**config.mk**
```make
export PLATFORM = sky130hd
export DESIGN_NAME = octa10g_mdio_scheduler
export DESIGN_NICKNAME = d
export VERILOG_FILES = /design/src/rtl/octa10g_mdio_scheduler.sv
export SDC_FILE = /design/constraint.sdc
export NUM_CORES = 1
export LEC_CHECK = 0
export BUFFER_PORTS_ARGS = -buffer_cell sky130_fd_sc_hd__clkbuf_2
export CAP_MARGIN = 20
export CORE_ASPECT_RATIO = 0.5
export CORE_MARGIN = 1
export CORE_UTILIZATION = 50
export CTS_BUF_LIST = sky130_fd_sc_hd__clkbuf_4 sky130_fd_sc_hd__clkbuf_8
export CTS_CLUSTER_DIAMETER = 40
export DETAILED_ROUTE_END_ITERATION = 12
export MAX_ROUTING_LAYER = met4
export PLACE_DENSITY = 0.76
export SLEW_MARGIN = 20
export SYNTH_ARGS = -nofsm -noshare
export SYNTH_HDL_FRONTEND = slang
export SYNTH_SLANG_ARGS = --single-unit
```
**constraint.sdc**
```tcl
create_clock -name clk156_i -period 2.2 [get_ports clk156_i]
set_input_delay 0.44 -clock clk156_i [delete_from_list [all_inputs] [get_ports clk156_i]]
set_output_delay 0.44 -clock clk156_i [all_outputs]
set_load 0.01 [all_outputs]
```
**src/rtl/octa10g_mdio_scheduler.sv**
```systemverilog
// octa10g_mdio_scheduler: MDIO master that round-robin polls a link bit on eight PHY lanes and
// interleaves host register transactions with strict alternation under contention.
module octa10g_mdio_scheduler #(
  parameter int          CLK_DIV    = 32,
  parameter logic [4:0]  POLL_DEVAD = 5'd3,
  parameter logic [15:0] POLL_REGAD = 16'h0020,
  parameter int          POLL_BIT   = 12,
  parameter logic [4:0]  PRTAD      = 5'd0
) (
  input  logic        clk156_i,
  input  logic        reset_i,
  output logic        mdc_o,
  output logic        mdio_o,
  input  logic        mdio_i,
  output logic [2:0]  mdio_sel_o,
  input  logic        host_req_i,
  input  logic        host_we_i,
  input  logic [2:0]  host_lane_i,
  input  logic [4:0]  host_devad_i,
  input  logic [15:0] host_regad_i,
  input  logic [15:0] host_wdata_i,
  output logic        host_ack_o,
  output logic [15:0] host_rdata_o,
  output logic [7:0]  link_status_o,
  output logic        link_change_o
);
  localparam int CW = $clog2(2 * CLK_DIV);
  localparam logic [CW-1:0] HALF = CW'(CLK_DIV);
  localparam logic [CW-1:0] LAST = CW'(2 * CLK_DIV - 1);
  typedef enum logic [1:0] {IDLE, ADDR, XFER, DONE} state_t;
  state_t state, state_n;
  logic [CW-1:0] cnt;
  logic [5:0] bitc;
  logic [2:0] ptr;
  logic [4:0] devad;
  logic [15:0] regad, wdata, sh;
  logic [63:0] frame;
  logic is_host, last_host, we, active, bit_end, frame_end, xfer_end, host_win;
  assign active    = state == ADDR || state == XFER;
  assign bit_end   = active && cnt == LAST;
  assign frame_end = bit_end && bitc == 6'd63;
  assign xfer_end  = frame_end && state == XFER;
  assign host_win  = host_req_i && !last_host;
  assign mdc_o     = active && cnt >= HALF;
  // Read frames release the line (all ones) through turnaround and data.
  assign frame = state == ADDR ? {32'hFFFF_FFFF, 4'b0000, PRTAD, devad, 2'b10, regad}
               : we ? {32'hFFFF_FFFF, 4'b0001, PRTAD, devad, 2'b10, wdata}
               : {32'hFFFF_FFFF, 4'b0011, PRTAD, devad, 18'h3FFFF};
  assign mdio_o = active ? frame[~bitc] : 1'b1;
  always_comb begin
    state_n = state == IDLE ? ADDR : state == DONE ? IDLE : !frame_end ? state : state == ADDR ? XFER : DONE;
  end
  always_ff @(posedge clk156_i) begin
    if (reset_i) begin
      state         <= IDLE;
      cnt           <= '0;
      bitc          <= '0;
      ptr           <= '0;
      last_host     <= 1'b0;
      is_host       <= 1'b0;
      we            <= 1'b0;
      devad         <= '0;
      regad         <= '0;
      wdata         <= '0;
      sh            <= '0;
      mdio_sel_o    <= '0;
      host_ack_o    <= 1'b0;
      host_rdata_o  <= '0;
      link_status_o <= '0;
      link_change_o <= 1'b0;
    end else begin
      state         <= state_n;
      cnt           <= bit_end || !active ? '0 : cnt + CW'(1);
      bitc          <= frame_end || !active ? '0 : bitc + 6'(bit_end);
      host_ack_o    <= xfer_end && is_host;
      link_change_o <= xfer_end && !is_host && link_status_o[mdio_sel_o] != sh[POLL_BIT];
      // A poll is always pending, so every IDLE cycle is a grant.
      if (state == IDLE) begin
        is_host    <= host_win;
        last_host  <= host_win;
        we         <= host_win && host_we_i;
        mdio_sel_o <= host_win ? host_lane_i : ptr;
        devad      <= host_win ? host_devad_i : POLL_DEVAD;
        regad      <= host_win ? host_regad_i : POLL_REGAD;
        wdata      <= host_wdata_i;
      end
      if (state == XFER && cnt == HALF) sh <= {sh[14:0], mdio_i};
      if (xfer_end && is_host && !we) host_rdata_o <= sh;
      if (xfer_end && !is_host) link_status_o[mdio_sel_o] <= sh[POLL_BIT];
      if (state == DONE && !is_host) ptr <= ptr + 3'd1;
    end
  end
endmodule

```
==> results.yml <==
power_and_ir_drop:
  p_sw_uw: 834
  power_frac_comb: 0.081
  ir_drop_mv: 0.374
  pwr-share-seq: 0.563
  power.density_nw_per_um2: 678
  intPower_uw: 2590
  p_leak_uw: 0.00211
  clkPwrFrac: 0.356
  total_power_uw: 3420
  p_sw_frac: 0.244
die:
  die_h_um: 67.1
  rows: 23
  dieArea_sq_um: 8880
  core_sq_um: 8120
  die_w_um: 132
  pin_count: 76
  start_util: 0.523
timing:
  setup-violations-final: 1
  rsz0062_at_grt: "yes"
  worst_slack_ns: -0.297
  fin_crit_sh: 1.13
  relSlewSlack: 0.582
  worst_pin_slew_ns: 0.625
  finalHoldViolations: 0
  hold_slack_ns: 0.270
  fin_worst_skew_ns: 0.00894
  slew_violations: 0
  timing.fmax_ghz: 0.401
  finalCriticalPeriod_ns: 2.50
  tns_ns: -0.297
routing:
  avgRoutedWirePerCell_um: 14.4
  vias: 3308
  first_iter_violations: 154
  drc_errors: 0
  firstDrtPassIters: 4
  viasPerCell: 5.26
  ant_nets: 0
  routed_wl_um: 9070
clocking:
  cts.sinks: 101
  cts_setup_buffers: 0
  clockBufferDepth: 2
  root_buffer: "clkbuf_8"
  cts_buffers: 9
  clk_latency_ns: 0.38
  path_clk_slew_ns: 0.10
  cts_hold_buf: 0
  htree_levels: 3
  cts_tree: "built"
worst_setup_path:
  ff2ff_path_depth: 8
  worstPathMaxFanout: 14
  end_kind: "output pin"
  r2r-end: "link_status_o[7]$_SDFFE_PP0P_"
  worstPathArrival_ns: 2.06
  crit_path_start: "state[1]$_SDFFE_PP0P_"
  crit_chain: "inv_2 > ha_4 > buf_8 > a2111oi_2 > nor3b_1 > a31oi_1 > a31oi_1 > clkbuf_2"
  rrSetupSlack_ns: 0.11
  cp.required_ns: 1.76
  worstSetupPathType: "flop to output pin"
  path_common_cell: "a31oi_1"
  crit_end: "mdio_o"
  critPathLaunchType: "flop"
  crit_path_top_delay_cell: "a2111oi_2"
  r2r-start: "state[0]$_SDFFE_PP0P_"
  slowest_delay_ns: 0.38
logic_synthesis:
  synth_area_leaders: "dfxtp_1 48%, mux2i_1 12%, nor2_1 6.0%, a22o_1 3.9%, nand2_1 3.3%"
  ys_seq_area_frac: 0.477
  synth_edf_count: 0
  syn_avg_cell_area_sq_um: 9.68
  ys_ff_latch: 101
  syn_area_sq_um: 4240
  yosys.area.top_type: "dfxtp_1"
  synth-async-reset-ratio: 0
  ys.flop_type: "dfxtp_1"
  ys_warn_count: 0
  synth_top_area_share: 0.477
  synth_cell_types: 49
  syn-instance-count: 438
  syn_nets: 492
global_routing:
  antenna_found_initial: 0
  grt_pass1_wl_um: 14500
  track_usage: 0.220
  grt_pass1_vias: 2975
  grt_max_degree: 35
  grt_overflow: 0
placement:
  routabilityCongestion: 0.884
  io_buffers: 75
  dp_hpwl_um: 6300
  place_inst: 613
final_layout:
  layout_common_cells: "98 x dfxtp_1, 75 x clkbuf_2, 68 x nor2_1"
  instances_no_fill: 629
  layout_commonest_cell: "dfxtp_1"
  antennaDiodeCount: 0
  syn_to_final_growth_pct: 19.1
  layout-drive-gt1-share: 0.259
  nets: 566
  postLayoutCoreUtil: 0.622
outcome:
  outcome: "complete, but fails checks"
  violations: "negative setup slack"
run:
  maxCapViolCount: 0
hold_path:
  hold_path.class: "input pin to flop"
[area by class of cell]
class                   instances  area, sq um
clock buffers                  11          145
flip-flops and latches        101         2030
multi-input cells             297         2110
clock inverters                 5         60.1
fillers                       712         3060
inverters                      11         41.3
well taps                     112          140
repair buffers                 92          527
[power by group through the flow]
stage	logic [uW]	clock network, uW	registers, uW
after global placement	257	0	1970
after detailed placement	263	0	1970
after floorplan	176	0	1950
after CTS	273	1240	1930
final	276	1220	1930
after global routing	304	1300	1930
[state kept, by name, indices dropped and copies added, names as in the netlist, 3 cells and up]
| name | cells |
|---|---|
| host_rdata_o | 16 |
| regad | 16 |
| sh | 16 |
| wdata | 16 |
| link_status_o | 8 |
| bitc | 6 |
| cnt | 6 |
| devad | 5 |
| mdio_sel_o | 3 |
| ptr | 3 |
[critical path: cells and delay by family (launching register included)]
kind / cells / cell delay, ns
buffers and inverters: 3 / 0.35
DFF: 1 / 0.34
AOI/OAI and AO/OA: 3 / 0.73
and+or+nand+nor: 1 / 0.09
adders and majority gates: 1 / 0.17
[cell families (layout without fill, tap and decap cells)]
logic type | count (synthesis) | in the layout | synth area share
DFF | 101 | 101 | 0.477
xor gates and xnor gates | 11 | 11 | 0.0227
and+or+nand+nor | 153 | 153 | 0.173
adders and majority gates | 9 | 9 | 0.0266
AOI/OAI and AO/OA | 67 | 67 | 0.114
buffers and inverters | 40 | 119 | 0.0404
muxes | 57 | 57 | 0.147
[through the flow]
stage / setup slack (ns) / cell area [sq um]
4_1_cts: -0.257 / 5020
3_5_place_dp: -0.0219 / 4770
3_3_place_gp: 0.0648 / 4770
6_report: -0.297 / 5050
2_1_floorplan: 0.109 / 4240
5_1_grt: -0.372 / 5050
[worst min-delay path by stage]
stage	startpoint	end	slack, ns	cells past startpoint
2_1_floorplan	cnt[0]$_SDFF_PP0_	cnt[0]$_SDFF_PP0_	0.43	1
3_3_place_gp	sh[15]$_SDFFE_PP0P_	sh[15]$_SDFFE_PP0P_	0.45	2
3_5_place_dp	sh[15]$_SDFFE_PP0P_	sh[15]$_SDFFE_PP0P_	0.45	2
4_1_cts	mdio_i	sh[0]$_SDFFE_PP0P_	0.26	3
5_1_grt	host_regad_i[7]	regad[7]$_SDFFE_PP0P_	0.26	2
6_report	host_regad_i[7]	regad[7]$_SDFFE_PP0P_	0.27	2
[cell usage after synthesis, types with 3 or more instances]
master,instances
nor2_1,68
a31oi_1,3
buf_2,5
inv_1,10
dfxtp_1,101
clkbuf_1,20
xnor2_1,5
a22o_1,19
a21oi_1,20
mux4_2,4
mux2i_1,51
a2111oi_0,3
nand4_1,6
nand2_1,37
xor2_1,6
nor3_1,3
nand2b_1,5
nor2b_1,10
ha_1,9
nor4_1,3
nand3_1,6
a211oi_1,10
[layer usage]
metal,share of wire,track usage
met5,0,-
met4,0.013,0.0704
met3,0.043,0.0609
met2,0.44,0.343
met1,0.50,0.279
[timing repair]
action	4_1_cts	5_1_grt
setup endpoints to repair	1	2
resized for setup	14	6
pin swaps	2	3
Power figures use the tool's default switching activity.
